File: config.mk
export PLATFORM = sky130hd
export DESIGN_NAME = demux_tdm_4_flat
export DESIGN_NICKNAME = d
export VERILOG_FILES = /design/src/rtl/demux_tdm_4_pkg.sv /design/src/rtl/demux_tdm_4_if.sv /design/src/rtl/demux_tdm_4_slot_counter.sv /design/src/rtl/demux_tdm_4.sv /design/src/flat_wrapper.sv
export SDC_FILE = /design/constraint.sdc
export NUM_CORES = 1
export LEC_CHECK = 0
export CAP_MARGIN = 10
export CORE_MARGIN = 3
export CORE_UTILIZATION = 45
export CTS_CLUSTER_SIZE = 40
export DETAILED_ROUTE_END_ITERATION = 7
export PLACE_DENSITY = 0.7
export SKIP_CTS_REPAIR_TIMING = 1
export SYNTH_ARGS = -nofsm -noshare
export SYNTH_HDL_FRONTEND = slang
export SYNTH_HIERARCHICAL = 1
export SYNTH_SLANG_ARGS = --single-unit
File: constraint.sdc
create_clock -name clk -period 2.55 [get_ports clk]
set_input_delay 0.255 -clock clk [delete_from_list [all_inputs] [get_ports clk]]
set_output_delay 0.255 -clock clk [all_outputs]
set_load 0.01 [all_outputs]
File: src/rtl/demux_tdm_4_pkg.sv
// Shared types and constants for the 4-channel TDM demultiplexer.
// Holds the auto-mode FSM state type, channel indices and default data width.
package demux_tdm_4_pkg;

    localparam int DEFAULT_WIDTH = 4;

    localparam logic [1:0] CH_A = 2'b00;
    localparam logic [1:0] CH_B = 2'b01;
    localparam logic [1:0] CH_C = 2'b10;
    localparam logic [1:0] CH_D = 2'b11;

    typedef enum logic {
        FILL = 1'b0,
        HOLD = 1'b1
    } state_t;

    function automatic logic [3:0] ch_onehot(input logic [1:0] ch);
        return 4'b0001 << ch;
    endfunction

endpackage

File: src/rtl/demux_tdm_4_if.sv
// Bus bundle between a word source/frame sink and demux_tdm_4.
// The master modport is the source side; the slave modport is the demux.
interface demux_tdm_4_if import demux_tdm_4_pkg::*; #(
    parameter int WIDTH = DEFAULT_WIDTH
);
    logic             mode;
    logic [1:0]       selector;
    logic [WIDTH-1:0] I;
    logic             in_valid;
    logic             in_ready;
    logic             out_ready;
    logic [WIDTH-1:0] A;
    logic [WIDTH-1:0] B;
    logic [WIDTH-1:0] C;
    logic [WIDTH-1:0] D;
    logic [3:0]       valid_o;
    logic             frame_valid;

    modport master (
        output mode, selector, I, in_valid, out_ready,
        input  in_ready, A, B, C, D, valid_o, frame_valid
    );

    modport slave (
        input  mode, selector, I, in_valid, out_ready,
        output in_ready, A, B, C, D, valid_o, frame_valid
    );
endinterface

File: src/rtl/demux_tdm_4_slot_counter.sv
// 2-bit wrapping slot index with synchronous clear and count enable.
// Clear takes effect first, so clear+enable on one edge yields 1.
module slot_counter (
    input  logic       clk,
    input  logic       rst_n,
    input  logic       i_clr,
    input  logic       i_en,
    output logic [1:0] o_slot
);
    logic [1:0] r_slot;

    always_ff @(posedge clk or negedge rst_n) begin
        if (!rst_n) begin
            r_slot <= 2'd0;
        end else begin
            r_slot <= (i_clr ? 2'd0 : r_slot) + {1'b0, i_en};
        end
    end

    assign o_slot = r_slot;
endmodule

File: src/rtl/demux_tdm_4.sv
// Four-channel demux: directed routing by selector, or auto round-robin
// assembly of 4-word frames that are held on A-D until the sink takes them.
module demux_tdm_4 import demux_tdm_4_pkg::*; #(
    parameter int WIDTH = DEFAULT_WIDTH
) (
    input  logic          clk,
    input  logic          rst_n,
    demux_tdm_4_if.slave  bus
);
    logic [WIDTH-1:0] r_a, r_b, r_c, r_d;
    logic [WIDTH-1:0] r_stg0, r_stg1, r_stg2;
    logic [3:0]       r_vo;
    logic             r_fv;
    logic             r_mode_q;
    state_t           r_state;

    logic             w_mode_chg;
    logic             w_in_ready;
    logic             w_acc;
    logic [1:0]       w_slot;
    logic [1:0]       w_slot_eff;
    state_t           w_state_eff;

    // A mode change restarts assembly on the same edge, so the presented word
    // is evaluated against a cleared slot and FILL state.
    assign w_mode_chg  = bus.mode ^ r_mode_q;
    assign w_in_ready  = rst_n & (~bus.mode | (r_state == FILL) | bus.out_ready);
    assign w_acc       = bus.in_valid & w_in_ready;
    assign w_slot_eff  = w_mode_chg ? 2'd0 : w_slot;
    assign w_state_eff = w_mode_chg ? FILL : r_state;

    slot_counter u_slot (
        .clk    (clk),
        .rst_n  (rst_n),
        .i_clr  (w_mode_chg),
        .i_en   (bus.mode & w_acc),
        .o_slot (w_slot)
    );

    always_ff @(posedge clk or negedge rst_n) begin
        if (!rst_n) begin
            r_a      <= '0;
            r_b      <= '0;
            r_c      <= '0;
            r_d      <= '0;
            r_stg0   <= '0;
            r_stg1   <= '0;
            r_stg2   <= '0;
            r_vo     <= 4'b0000;
            r_fv     <= 1'b0;
            r_mode_q <= 1'b0;
            r_state  <= FILL;
        end else begin
            r_mode_q <= bus.mode;
            r_vo     <= 4'b0000;
            if (w_mode_chg) begin
                r_stg0  <= '0;
                r_stg1  <= '0;
                r_stg2  <= '0;
                r_fv    <= 1'b0;
                r_state <= FILL;
            end
            if (!bus.mode) begin
                if (w_acc) begin
                    r_vo <= ch_onehot(bus.selector);
                    case (bus.selector)
                        CH_A:    r_a <= bus.I;
                        CH_B:    r_b <= bus.I;
                        CH_C:    r_c <= bus.I;
                        default: r_d <= bus.I;
                    endcase
                end
            end else if (w_state_eff == FILL) begin
                if (w_acc) begin
                    case (w_slot_eff)
                        2'd0:    r_stg0 <= bus.I;
                        2'd1:    r_stg1 <= bus.I;
                        2'd2:    r_stg2 <= bus.I;
                        default: begin
                            r_a     <= r_stg0;
                            r_b     <= r_stg1;
                            r_c     <= r_stg2;
                            r_d     <= bus.I;
                            r_vo    <= 4'b1111;
                            r_fv    <= 1'b1;
                            r_state <= HOLD;
                        end
                    endcase
                end
            end else if (bus.out_ready) begin
                // Release and refill overlap: a word accepted now is slot 0.
                r_fv    <= 1'b0;
                r_state <= FILL;
                if (w_acc) r_stg0 <= bus.I;
            end
        end
    end

    assign bus.in_ready    = w_in_ready;
    assign bus.A           = r_a;
    assign bus.B           = r_b;
    assign bus.C           = r_c;
    assign bus.D           = r_d;
    assign bus.valid_o     = r_vo;
    assign bus.frame_valid = r_fv;
endmodule

File: src/flat_wrapper.sv
// flat-port wrapper written by rule: the top's interface ports become plain ports
module demux_tdm_4_flat import demux_tdm_4_pkg::*;
#(
    parameter int WIDTH = DEFAULT_WIDTH
)
  (clk, rst_n, bus_mode, bus_selector, bus_I, bus_in_valid, bus_out_ready, bus_in_ready, bus_A, bus_B, bus_C, bus_D, bus_valid_o, bus_frame_valid);
  demux_tdm_4_if #(.WIDTH(WIDTH)) bus_i ();
  input  logic clk;
  input  logic rst_n;
  input wire logic [$bits(bus_i.mode)-1:0] bus_mode;
  input wire logic [$bits(bus_i.selector)-1:0] bus_selector;
  input wire logic [$bits(bus_i.I)-1:0] bus_I;
  input wire logic [$bits(bus_i.in_valid)-1:0] bus_in_valid;
  input wire logic [$bits(bus_i.out_ready)-1:0] bus_out_ready;
  output wire logic [$bits(bus_i.in_ready)-1:0] bus_in_ready;
  output wire logic [$bits(bus_i.A)-1:0] bus_A;
  output wire logic [$bits(bus_i.B)-1:0] bus_B;
  output wire logic [$bits(bus_i.C)-1:0] bus_C;
  output wire logic [$bits(bus_i.D)-1:0] bus_D;
  output wire logic [$bits(bus_i.valid_o)-1:0] bus_valid_o;
  output wire logic [$bits(bus_i.frame_valid)-1:0] bus_frame_valid;
  assign bus_i.mode = bus_mode;
  assign bus_i.selector = bus_selector;
  assign bus_i.I = bus_I;
  assign bus_i.in_valid = bus_in_valid;
  assign bus_i.out_ready = bus_out_ready;
  assign bus_in_ready = bus_i.in_ready;
  assign bus_A = bus_i.A;
  assign bus_B = bus_i.B;
  assign bus_C = bus_i.C;
  assign bus_D = bus_i.D;
  assign bus_valid_o = bus_i.valid_o;
  assign bus_frame_valid = bus_i.frame_valid;
  demux_tdm_4 #(.WIDTH(WIDTH)) u_core (.clk(clk), .rst_n(rst_n), .bus(bus_i));
endmodule
==> reports/results.ini, run 1 <==
[timing]
finalSetupViolCount=0
fin_setup_tns_ns=0
skew_ns=0.002074
rsz0062_at_grt=false
slew_headroom_pct=67.36
worst_pin_slew_ns=0.4880
timing.final.crit_share_pct=79.39
hold_viol=0
clock.fmax_mhz=494.0
maxSlewViolCount=0
fin_crit_ns=2.024

[pwr]
power_density_mw_per_mm2=602.9
leakage_nw=1.141
peakVddDrop_v=0.0003310

[detailed_routing]
drt_iter0_drc=73
wire_per_inst_um=15.88
viasPerCell=5.239
firstDrtPassIters=4
routed_wl_mm=3.923
vias=1294
antenna_left=0
drcViolationCount=0

[die]
row_count=22
core_mm2=0.003826
die_y_um=70.47
start_util_pct=48.89
ios=33
die-area_mm2=0.004966
fp.dieW_um=70.47

[clocking]
root_buffer=clkbuf_8
cts_buffers=5
cts_tree=built
clk_path_buf_depth=2
path_clk_slew_ns=0.06
clkLatencyLatePin_ns=0.28
clkSinkCount=37
htreeDepth=2

[critical_path]
reg2reg_depth=4
endpoint_kind=output pin
rr_endpoint=u_core/bus.B[2]$_DFFE_PN0P_
worstSetupPathType=in2out
required_ns=2.30
reg2reg_slack_ns=1.03
critical_path_arrival_ns=1.77
startpoint_type=input pin
crit_path_max_fanout=13
reg2reg_from=u_core/r_state$_DFF_PN0_

[logic_synthesis]
ys_seq_area_share_pct=49.50
synth_top_area_share_pct=49.50
netlist_instances=161
syn_avg_cell_area_um2=11.62
ys.flop_type=dfrtp_1
yosys.area.top_type=dfrtp_1
ys_ff_latch=37
synth_edf_count=0
ys_warn_count=6
synth.cell_area_mm2=0.001871
async_flop_share_pct=100.0
syn_nets=173
ys_top_cells_by_count=nand2_1 (43), dfrtp_1 (37), mux2_4 (16), o21ai_0 (14), inv_1 (6)
synth_area_leaders=dfrtp_1 (49%), mux2_4 (13%), nand2_1 (8.6%)
synthMostInstantiatedCell=nand2_1
synth.distinct_cells=35

[run_status]
outcome=completed

[grt]
grt_pass1_vias=1343
grt_pass1_wl_mm=6.644
grt_overflow_total=0
grt_start_max_net_pins=39
antenna_found_initial=0
globalRouteTotalUtil_pct=17.60

[final_layout]
seq_area_um2=925.9
post-route-util_pct=60.86
area_growth_pct=24.48
multi_input_area_um2=895.9
diodes=0
nets=211
fillers=299
final_layout_size_suffix_gt1_share_pct=22.61

[placed_design]
port-buffer-count=32
post-dp-hpwl_mm=2.965
gp_congestion=0.8033

[hold_path]
min_path_type=in2async

[flow_run]
max-cap-violations=0

sequential cells by signal, indices dropped and copies added, names as in the netlist, 2 cells and up:
register	count
u_core/r_stg2	4
u_core/bus.valid_o	4
u_core/bus.C	4
u_core/r_stg1	4
u_core/bus.B	4
u_core/bus.D	4
u_core/u_slot/o_slot	2
u_core/r_stg0	4
u_core/bus.A	4
power by group:
group / switching [mW] / internal, mW / total (mW)
clock network: 0.180 / 0.214 / 0.394
registers: 0.0417 / 0.646 / 0.688
logic: 0.129 / 0.193 / 0.322
total: 0.351 / 1.05 / 1.40
cells in the final DEF, fill, tap and decap left out, drive strengths merged, types with 2 or more instances in the layout:
master,Yosys,routed
o21ai,18,18
mux2,16,16
or2b,5,5
nor3b,3,3
a21oi,3,3
dfrtp,37,37
xnor2,2,2
nand2,45,45
o211ai,2,2
clkbuf,0,7
buf,4,4
nor2,4,4
inv,6,6
a22o,2,2
clkdlybuf4s50,0,31
routing by layer:
metal | track usage (%) | wire length, um
met1 | 22.29 | 1722
met2 | 26.92 | 1866
met3 | 4.892 | 210
met4 | 9.787 | 124
met5 | 0 | 0
per-stage QoR:
step | instance area, um2 | worst slack, ns | power (mW) | hold WS [ns] | std cells
after detailed placement | 2242 | 0.4650 | 1.023 | 0.3862 | 240
after global placement | 2242 | 0.5068 | 1.011 | 0.3763 | 240
after global routing | 2328 | 0.3878 | 1.479 | 0.1182 | 247
after CTS | 2328 | 0.5115 | 1.425 | 0.07803 | 247
after floorplan | 1871 | 1.009 | 0.8502 | -0.04059 | 161
final | 2328 | 0.5257 | 1.404 | 0.07299 | 247
how the worst max path moves through the flow:
| stage | from | to | slack [ns] |
|---|---|---|---|
| final | bus_mode | bus_in_ready | 0.53 |
| after global routing | bus_mode | bus_in_ready | 0.39 |
| after CTS | bus_mode | bus_in_ready | 0.51 |
| after detailed placement | bus_mode | u_core/bus.B[2]$_DFFE_PN0P_ | 0.47 |
| after global placement | bus_mode | u_core/bus.D[3]$_DFFE_PN0P_ | 0.51 |
| after floorplan | bus_mode | u_core/u_slot/o_slot[1]$_DFF_PN0_ | 1.01 |
cell families after synthesis:
family,share of synthesized area [%]
adders and majority gates,0.6688
DFF,49.50
xor gates and xnor gates,1.338
muxes,12.84
AOI/OAI and AO/OA,11.64
buffers and inverters,2.608
and+or+nand+nor,21.40
critical path: stages:
cell             delay [ns]
clkdlybuf4s50_1        0.66
a21boi_0               0.29
clkdlybuf4s50_1        0.57
area by class of cell:
type | instances | share of cell area [%]
timing repair buffer | 35 | 14.51
inverter | 6 | 0.9672
clock buffer | 7 | 3.708
sequential | 37 | 39.76
tap | 48 | 2.579
multi-input combinational | 114 | 38.47
Power figures use the tool's default switching activity.
==> run 2: changes to the inputs <==
Clock period 2.55 ns to 2.12 ns, I/O delays scaled along.
==> reports/results.ini, run 2 (synthesis results as in run 1) <==
[run_status]
outcome=completed

[timing]
maxSlewViolCount=0  ; unchanged
hold_viol=0  ; unchanged
hold_ws_ns=0.2757  ; +0.2027 ns
skew_ns=0.007933  ; +0.005859 ns
fin_crit_ns=1.872
clock.fmax_mhz=534.2
final.setup.worst_slack_ns=0.2480  ; -0.2777 ns
fin_setup_tns_ns=0  ; unchanged
slew_headroom_pct=68.39  ; +1.0 points
finalSetupViolCount=0  ; unchanged
timing.final.crit_share_pct=88.30
rsz0062_at_grt=false
worst_pin_slew_ns=0.4705  ; -0.01748 ns

[clocking]
clkSinkCount=37  ; unchanged
path_clk_slew_ns=0.07  ; about the same
cts_tree=built
cts_buffers=5  ; unchanged
clk_path_buf_depth=2  ; unchanged
clkLatencyLatePin_ns=0.29  ; about the same
root_buffer=clkbuf_8
htreeDepth=2  ; unchanged

[critical_path]
cp_slowest_cell=clkdlybuf4s50_1
max_stage_delay_ns=0.56  ; -0.10 ns
crit_path_cell_trace=dlygate4sd3_1 > buf_2 > a21boi_0 > clkdlybuf4s50_1
worstSetupPathType=in2out
startpoint_type=input pin
endpoint_kind=output pin
critical_path_arrival_ns=1.66  ; -0.11 ns
crit_path_max_fanout=6  ; -7
required_ns=1.91  ; -0.39 ns

[detailed_routing]
antenna_left=0  ; unchanged
firstDrtPassIters=4  ; unchanged
wire_per_inst_um=15.31  ; -3.6%
drt_iter0_drc=91  ; +25%
drcViolationCount=0  ; unchanged
viasPerCell=5.168  ; -1.4%
routed_wl_mm=3.827  ; -2.4%
vias=1292  ; -0.15%

[grt]
antenna_found_initial=0  ; unchanged
globalRouteTotalUtil_pct=16.73  ; -0.87 points
grt_pass1_wl_mm=6.444  ; -3.0%
grt_overflow_total=0  ; unchanged
grt_start_max_net_pins=36  ; -7.7%
grt_pass1_vias=1312  ; -2.3%

[flow_run]
max-cap-violations=0  ; unchanged

[die]
fp.dieW_um=70.47  ; unchanged
core_mm2=0.003826  ; unchanged
die-area_mm2=0.004966  ; unchanged
ios=33  ; unchanged
die_y_um=70.47  ; unchanged
start_util_pct=48.89  ; unchanged
row_count=22  ; unchanged

[pwr]
peakVddDrop_v=0.0003705  ; +12%
leakage_nw=1.151  ; +0.84%
power_density_mw_per_mm2=718.4  ; +19%
power_mw=1.683  ; +20%

[final_layout]
multi_input_area_um2=895.9  ; unchanged
fillers=310  ; +3.7%
nets=213  ; +0.95%
diodes=0  ; unchanged
final_cell_mix=nand2_1 (43), dfrtp_1 (37), clkdlybuf4s50_1 (31)
fin_area_mm2=0.002342  ; +0.59%
final_common_cell=nand2_1
seq_area_um2=925.9  ; unchanged
final_layout_size_suffix_gt1_share_pct=23.27  ; +0.65 points
area_growth_pct=25.22

[placed_design]
port-buffer-count=32  ; unchanged
gp_congestion=0.8085  ; +0.65%
place_ws_ns=0.2586  ; -0.2064 ns
postPlaceCellArea_mm2=0.002250  ; +0.33%
post-dp-hpwl_mm=2.941  ; -0.84%

[hold_path]
min_path_type=in2async

run 2: report_power, final:
part | internal (mW) | switching (mW)
combinational | 0.234 | 0.152
sequential | 0.777 | 0.0493
clock | 0.228 | 0.243
total | 1.24 | 0.444
run 2: layout make-up:
| cell class | instances | area share [%] |
|---|---|---|
| multi-input combinational | 114 | 38.25 |
| tap | 48 | 2.564 |
| clock buffer | 6 | 3.098 |
| sequential | 37 | 39.53 |
| timing repair buffer | 37 | 15.17 |
| inverter | 6 | 0.9615 |
| clock inverter | 2 | 0.4273 |
run 2: final timing paths:
check / startpoint / to / slack, ns / depth (start not counted)
setup / recovery: rst_n / bus_in_ready / 0.25 / 4
hold / removal: rst_n / u_core/bus.frame_valid$_DFF_PN0_ / 0.28 / 2
setup reg to reg: u_core/r_state$_DFF_PN0_ / u_core/bus.D[3]$_DFFE_PN0P_ / 0.61 / 4
hold reg to reg: u_core/bus.A[2]$_DFFE_PN0P_ / u_core/bus.A[2]$_DFFE_PN0P_ / 0.52 / 1
max in group asynchronous: rst_n / u_core/r_stg1[0]$_DFF_PN0_ / 1.20 / 3
min in group clk: u_core/bus.A[2]$_DFFE_PN0P_ / u_core/bus.A[2]$_DFFE_PN0P_ / 0.52 / 1
run 2: stage by stage:
| stage | instances | utilization, % |
|---|---|---|
| after global routing | 250 | 61.22 |
| after global placement | 241 | 58.80 |
| after detailed placement | 241 | 58.80 |
| final | 250 | 61.22 |
| after CTS | 249 | 60.95 |
| after floorplan | 161 | - |
run 2: per-layer routing:
layer / share of wire [%] / wire (um) / global-route usage [%] / vias to the layer above
li1: - / - / - / 617
met1: 45 / 1716 / 22.89 / 641
met2: 49 / 1873 / 25.68 / 31
met3: 5.6 / 213 / 4.317 / 3
met4: 0.60 / 23 / 5.532 / 0
met5: 0 / 0 / 0 / -
run 2: worst max-delay path: cells and delay by family:
kind | cells | cell delay (ns)
buffers and inverters | 3 | 1.26
AOI/OAI and AO/OA | 1 | 0.19
==> run 3: changes to the inputs <==
Settings changed: ABC_CLOCK_PERIOD_IN_PS set to 2120.
==> results of run 3 <==
No change in the layout: final DEF, timing and power equal those of run 2.
